--- src/rtl/alu_issue_if.sv ---
// Issue-stage bus: decode-side request with operands/forwarding sources,
// and the registered ALU drive returned to the execute stage.
interface alu_issue_if;
  logic        in_valid;
  logic        in_ready;
  logic [5:0]  opcode;
  logic [5:0]  funct;
  logic [15:0] imm;
  logic [4:0]  rs_addr;
  logic [4:0]  rt_addr;
  logic [31:0] rs_data;
  logic [31:0] rt_data;
  logic        exmem_we;
  logic [4:0]  exmem_rd;
  logic [31:0] exmem_result;
  logic        memwb_we;
  logic [4:0]  memwb_rd;
  logic [31:0] memwb_result;
  logic        flush;
  logic        out_valid;
  logic        out_ready;
  logic [31:0] data1;
  logic [31:0] data2;
  logic [3:0]  aluoperation;
  logic        illegal;

  modport master (
    output in_valid, opcode, funct, imm, rs_addr, rt_addr, rs_data, rt_data,
           exmem_we, exmem_rd, exmem_result, memwb_we, memwb_rd, memwb_result,
           flush, out_ready,
    input  in_ready, out_valid, data1, data2, aluoperation, illegal
  );

  modport slave (
    input  in_valid, opcode, funct, imm, rs_addr, rt_addr, rs_data, rt_data,
           exmem_we, exmem_rd, exmem_result, memwb_we, memwb_rd, memwb_result,
           flush, out_ready,
    output in_ready, out_valid, data1, data2, aluoperation, illegal
  );
endinterface

--- src/rtl/alu_issue.sv ---
// ALU issue stage: decodes the instruction, resolves operand forwarding and
// holds the result in a single-entry output register.
module alu_issue (
  input  logic        clk,
  input  logic        rst_n,
  alu_issue_if.slave  bus
);
  localparam logic [3:0] OP_ADD = 4'b0000;
  localparam logic [3:0] OP_SUB = 4'b0001;
  localparam logic [3:0] OP_AND = 4'b0010;
  localparam logic [3:0] OP_OR  = 4'b0011;
  localparam logic [3:0] OP_XOR = 4'b0100;
  localparam logic [3:0] OP_SLT = 4'b1111;

  // EX/MEM is the younger result, so it wins; r0 is hardwired and never forwarded.
  function automatic logic [31:0] forward(
    input logic [4:0]  addr,
    input logic [31:0] rf,
    input logic        ex_we,
    input logic [4:0]  ex_rd,
    input logic [31:0] ex_res,
    input logic        wb_we,
    input logic [4:0]  wb_rd,
    input logic [31:0] wb_res
  );
    logic [31:0] val;
    val = rf;
    if (addr != 5'd0) begin
      if (ex_we && ex_rd == addr)      val = ex_res;
      else if (wb_we && wb_rd == addr) val = wb_res;
    end
    return val;
  endfunction

  logic [31:0] fwd_rs, fwd_rt, sext, zext;
  logic [31:0] nxt_d1, nxt_d2;
  logic [3:0]  nxt_op;
  logic        nxt_ill;
  logic        capture;

  assign fwd_rs = forward(bus.rs_addr, bus.rs_data, bus.exmem_we, bus.exmem_rd,
                          bus.exmem_result, bus.memwb_we, bus.memwb_rd, bus.memwb_result);
  assign fwd_rt = forward(bus.rt_addr, bus.rt_data, bus.exmem_we, bus.exmem_rd,
                          bus.exmem_result, bus.memwb_we, bus.memwb_rd, bus.memwb_result);
  assign sext = {{16{bus.imm[15]}}, bus.imm};
  assign zext = {16'h0000, bus.imm};

  always_comb begin
    nxt_op  = OP_ADD;
    nxt_d1  = fwd_rs;
    nxt_d2  = fwd_rt;
    nxt_ill = 1'b0;
    unique case (bus.opcode)
      6'b000000: begin
        unique case (bus.funct)
          6'b100000, 6'b100001: nxt_op = OP_ADD;
          6'b100010, 6'b100011: nxt_op = OP_SUB;
          6'b100100:            nxt_op = OP_AND;
          6'b100101:            nxt_op = OP_OR;
          6'b100110:            nxt_op = OP_XOR;
          6'b101010:            nxt_op = OP_SLT;
          default:              nxt_ill = 1'b1;
        endcase
      end
      6'b001000, 6'b001001, 6'b100011, 6'b101011: begin
        nxt_op = OP_ADD;
        nxt_d2 = sext;
      end
      6'b001010: begin
        nxt_op = OP_SLT;
        nxt_d2 = sext;
      end
      6'b001100: begin
        nxt_op = OP_AND;
        nxt_d2 = zext;
      end
      6'b001101: begin
        nxt_op = OP_OR;
        nxt_d2 = zext;
      end
      6'b001110: begin
        nxt_op = OP_XOR;
        nxt_d2 = zext;
      end
      6'b000100: nxt_op = OP_SUB;
      default:   nxt_ill = 1'b1;
    endcase
    if (nxt_ill) begin
      nxt_op = OP_ADD;
      nxt_d1 = 32'h0;
      nxt_d2 = 32'h0;
    end
  end

  // Handshake: a transfer happens on a rising edge where valid && ready on
  // that side; the output stays stable while out_valid && !out_ready.
  assign bus.in_ready = !bus.out_valid || bus.out_ready;
  assign capture      = bus.in_valid && bus.in_ready && !bus.flush;

  always_ff @(posedge clk or negedge rst_n) begin
    if (!rst_n) begin
      bus.out_valid    <= 1'b0;
      bus.data1        <= 32'h0;
      bus.data2        <= 32'h0;
      bus.aluoperation <= OP_ADD;
      bus.illegal      <= 1'b0;
    end else if (bus.flush) begin
      bus.out_valid <= 1'b0;
    end else if (capture) begin
      bus.out_valid    <= 1'b1;
      bus.data1        <= nxt_d1;
      bus.data2        <= nxt_d2;
      bus.aluoperation <= nxt_op;
      bus.illegal      <= nxt_ill;
    end else if (bus.out_ready) begin
      bus.out_valid <= 1'b0;
    end
  end
endmodule

--- src/flat_wrapper.sv ---
// flat-port wrapper written by rule: the top's interface ports become plain ports
module alu_issue_flat 
  (clk, rst_n, bus_in_valid, bus_opcode, bus_funct, bus_imm, bus_rs_addr, bus_rt_addr, bus_rs_data, bus_rt_data, bus_exmem_we, bus_exmem_rd, bus_exmem_result, bus_memwb_we, bus_memwb_rd, bus_memwb_result, bus_flush, bus_out_ready, bus_in_ready, bus_out_valid, bus_data1, bus_data2, bus_aluoperation, bus_illegal);
  alu_issue_if bus_i ();
  input  logic clk;
  input  logic rst_n;
  input wire logic [$bits(bus_i.in_valid)-1:0] bus_in_valid;
  input wire logic [$bits(bus_i.opcode)-1:0] bus_opcode;
  input wire logic [$bits(bus_i.funct)-1:0] bus_funct;
  input wire logic [$bits(bus_i.imm)-1:0] bus_imm;
  input wire logic [$bits(bus_i.rs_addr)-1:0] bus_rs_addr;
  input wire logic [$bits(bus_i.rt_addr)-1:0] bus_rt_addr;
  input wire logic [$bits(bus_i.rs_data)-1:0] bus_rs_data;
  input wire logic [$bits(bus_i.rt_data)-1:0] bus_rt_data;
  input wire logic [$bits(bus_i.exmem_we)-1:0] bus_exmem_we;
  input wire logic [$bits(bus_i.exmem_rd)-1:0] bus_exmem_rd;
  input wire logic [$bits(bus_i.exmem_result)-1:0] bus_exmem_result;
  input wire logic [$bits(bus_i.memwb_we)-1:0] bus_memwb_we;
  input wire logic [$bits(bus_i.memwb_rd)-1:0] bus_memwb_rd;
  input wire logic [$bits(bus_i.memwb_result)-1:0] bus_memwb_result;
  input wire logic [$bits(bus_i.flush)-1:0] bus_flush;
  input wire logic [$bits(bus_i.out_ready)-1:0] bus_out_ready;
  output wire logic [$bits(bus_i.in_ready)-1:0] bus_in_ready;
  output wire logic [$bits(bus_i.out_valid)-1:0] bus_out_valid;
  output wire logic [$bits(bus_i.data1)-1:0] bus_data1;
  output wire logic [$bits(bus_i.data2)-1:0] bus_data2;
  output wire logic [$bits(bus_i.aluoperation)-1:0] bus_aluoperation;
  output wire logic [$bits(bus_i.illegal)-1:0] bus_illegal;
  assign bus_i.in_valid = bus_in_valid;
  assign bus_i.opcode = bus_opcode;
  assign bus_i.funct = bus_funct;
  assign bus_i.imm = bus_imm;
  assign bus_i.rs_addr = bus_rs_addr;
  assign bus_i.rt_addr = bus_rt_addr;
  assign bus_i.rs_data = bus_rs_data;
  assign bus_i.rt_data = bus_rt_data;
  assign bus_i.exmem_we = bus_exmem_we;
  assign bus_i.exmem_rd = bus_exmem_rd;
  assign bus_i.exmem_result = bus_exmem_result;
  assign bus_i.memwb_we = bus_memwb_we;
  assign bus_i.memwb_rd = bus_memwb_rd;
  assign bus_i.memwb_result = bus_memwb_result;
  assign bus_i.flush = bus_flush;
  assign bus_i.out_ready = bus_out_ready;
  assign bus_in_ready = bus_i.in_ready;
  assign bus_out_valid = bus_i.out_valid;
  assign bus_data1 = bus_i.data1;
  assign bus_data2 = bus_i.data2;
  assign bus_aluoperation = bus_i.aluoperation;
  assign bus_illegal = bus_i.illegal;
  alu_issue u_core (.clk(clk), .rst_n(rst_n), .bus(bus_i));
endmodule
--- config.mk ---
export PLATFORM = sky130hd
export DESIGN_NAME = alu_issue_flat
export DESIGN_NICKNAME = d
export VERILOG_FILES = /design/src/rtl/alu_issue_if.sv /design/src/rtl/alu_issue.sv /design/src/flat_wrapper.sv
export SDC_FILE = /design/constraint.sdc
export NUM_CORES = 1
export LEC_CHECK = 0
export ABC_AREA = 1
export CORE_MARGIN = 2
export CORE_UTILIZATION = 39
export DETAILED_ROUTE_END_ITERATION = 8
export GPL_TIMING_DRIVEN = 1
export PLACE_DENSITY = 0.82
export RECOVER_POWER = 50
export SLEW_MARGIN = 40
export SYNTH_ARGS = -nofsm -noshare
export SYNTH_HDL_FRONTEND = slang
export SYNTH_SLANG_ARGS = --single-unit
--- constraint.sdc ---
create_clock -name clk -period 1.4 [get_ports clk]
set_input_delay 0.21 -clock clk [delete_from_list [all_inputs] [get_ports clk]]
set_output_delay 0.21 -clock clk [all_outputs]
set_load 0.02 [all_outputs]
==> impl_results.md <==
* Outcome: finished with violations
* Failing checks: setup timing
* Worst setup EP type: flop
* Initial Util at 40.3%
* CTS Buf Count at 9
* Clock skew at 0.00388 ns
* Setup Viol. Count Final at 45
* Routed wire length per instance at 18.3 um
* Final Util at between 70 and 80%
* WL final at ~27 mm
* Layout area overhead at 76.6%
* CP bufs+invs at 5
* Critical Path Slowest Stage Cell: dfrtp_2
* P_leak at around 5.4 nW
* Clock latency on the worst-skew pair at 0.35 ns
* Hold Violations, Final at 0
* Max stage delay on crit path at around 0.4 ns
* Initial DRT Pass Iterations at 6
* Critical path cell sequence: inv_2 > nor2_4 > nor3_4 > buf_4 > buf_6 > inv_8 > clkbuf_16 > nand2_1 > nand2_1
* Yosys warns at 0
* Die W at 124 um
* Most frequent CP cell: nand2_1
* R2R depth at 9
* Share of cells above drive strength 1 at 17.3%
* Crit-path leading delay family: buffers and inverters
* DP HPWL at 17.1 mm
* GRT Resource Usage Total at roughly a third
* Worst Path Required at 1.64 ns
* Most frequent cells in the layout: nand2_1 (368), clkdlybuf4s50_1 (147), nand3_1 (103)
* Clock sink count at 70
* Via count at roughly 8,000
* Largest net degree at the start of global routing at between 40 and 50
* Setup CP Type: reg -> reg
* Crit path time final at approximately 1.5 ns
* Synth top area share at 31.1%
* Hold depth at 5
* Die area at 0.0154 mm2
* CTS tree: built
* Number of port buffers at 253
* Max-slew violation count at 0
* Fmax at 689 MHz
* Critical path arrival at roughly 1.7 ns
* Crit. path cell count at 9
* Synth area leader: dfrtp_1
* Final worst-path cycle share at 104%
* Remaining Overflow, GRT at 0
* Register bit total from synthesis at 70
* Num ports at 254
* Worst setup margin at -0.0508 ns
* Startpoint Class: flop
* Gpl congestion at around 0.92
* Rows at between 40 and 50
* Vias/cell at 5.50
* Fin nets at 1,451
* Max Cap Viol at 0
* Commonest non-fill, non-tap cell in the layout: nand2_1
* Diode count at 0
* Core area at ~0.014 mm2
* Remaining antenna violation count at 0
* Die Span Y at 124 um
* Worst slew pin tran at 0.782 ns
* DRC viols at 0
* First-pass GRT wire length at 38.5 mm
* Main area contributors after synthesis: dfrtp_1 (31%), nand2_1 (26%), nand3_1 (9.6%), nand4_1 (7.0%), nor2_1 (6.8%)
* Detailed router's first-iteration violation count at 896
* Distinct cells, synth at 31
* Worst slew margin at 47.9%
* Clock Pin Slew Worst Setup and Hold Paths at 0.06 ns
* H-tree Lvls at 3
* Mapped Cells at 955
* Maximum vdd drop at 615 uV
* Fin Hold WS at between 0.3 and 0.4 ns
* Post-synthesis sequential area ratio at 31.1%
* Clock Path Buffers at 2
* Mean post-synth cell area at 5.90 um2
* P per Cell Area at 689 mW/mm2
* Worst-path maximum fanout at 16
* CTS root buffer: clkbuf_16
* RSZ-0062 raised after global routing: yes
* Cell Area, Synth at between 0.005 and 0.006 mm2
* Vias in the first global route at 7,376
* Post-Syn Nets at 1,138
* Antenna violations before repair at 0
* Hold Crit Class: in -> reg
synthesized netlist by cell type:
master	n
a211oi_1	1
a21oi_1	51
a21oi_2	1
a31oi_1	1
buf_1	2
buf_2	26
buf_6	1
clkbuf_1	30
clkinv_1	2
dfrtp_1	70
inv_1	63
inv_2	9
nand2_1	390
nand2_2	1
nand3_1	108
nand3_2	3
nand3_4	2
nand3b_1	1
nand4_1	63
nor2_1	102
nor2_2	4
nor2_4	1
nor3_1	2
nor3_2	1
nor3_4	2
o211ai_1	1
o211ai_4	1
o21ai_0	13
o21ai_1	1
o21ai_2	1
or2_1	1
sequential cells by signal (all words and copies together) (netlist names):
name                     cells
u_core.bus.aluoperation      4
u_core.bus.illegal           1
u_core.bus.out_valid         1
u_core.bus.data1            32
u_core.bus.data2            32
worst paths after layout:
path / from / endpoint / slack (ns)
min in group asynchronous: rst_n / u_core.bus.aluoperation[0] / 0.48
worst min-delay path: bus_opcode[0] / u_core.bus.aluoperation[0] / 0.32
worst min register to register: u_core.bus.data2[19] / u_core.bus.data2[19] / 0.47
worst max-delay path: u_core.bus.out_valid / u_core.bus.data1[4] / -0.05
worst max register to register: u_core.bus.out_valid / u_core.bus.data1[4] / -0.05
max in group asynchronous: rst_n / u_core.bus.data2[28] / 0.21
per-stage QoR:
stage                     instances  area, um2  power [mW]  TNS, ns  setup WS, ns
after floorplan                 955       5660        3.24    -1.11       -0.0804
after global placement         1396       8840        4.54   -43.15        -0.728
after detailed placement       1396       8840        4.57   -45.57        -0.802
after CTS                      1441       9660        6.70  -0.0707       -0.0107
after global routing           1453       9950        7.15    -7.04        -0.146
final                          1453       9950        6.85    -1.14       -0.0508
report_power, final:
part,internal [mW],switching [mW]
Clock,1.20,0.927
Sequential,2.18,0.0963
Combinational,1.15,1.30
cell families (layout without fill, tap and decap cells):
group	Yosys count	after routing	synth area share, %
flops	70	70	31.1
compound gates	71	71	6.84
simple gates	681	681	52.5
buf+inv	133	451	9.58
worst min-delay path, cell delays in order:
cell	delay, ns
buf_2	0.13
nand4_1	0.10
nand3b_1	0.08
nand2_1	0.06
nand2_1	0.04
what timing repair did:
action | CTS | global route
cloned | 11 | 10
gates resized for setup | 190 | 67
endpoints found under the hold margin | 25 | 0
hold buffers | 1 | 0
pin swaps | 20 | 11
buffers inserted | 20 | 4
endpoints found under the setup margin | 137 | 69
metal layers:
metal	vias to the layer above	track usage (%)	part of all wire [%]
met4	0	15.3	4.9
li1	3732	-	-
met3	115	6.23	12
met1	3554	42.0	38
met2	588	53.3	45
met5	-	0	0
layout make-up:
cell class / instances / area [um2]
well taps: 180 / 225
clock inverters: 4 / 23.8
inverters: 74 / 287
flip-flops and latches: 70 / 1750
clock buffers: 12 / 236
repair buffers: 361 / 3830
multi-input cells: 752 / 3590
fillers: 1154 / 4040
Note: power is estimated with default switching activity, not from simulation.
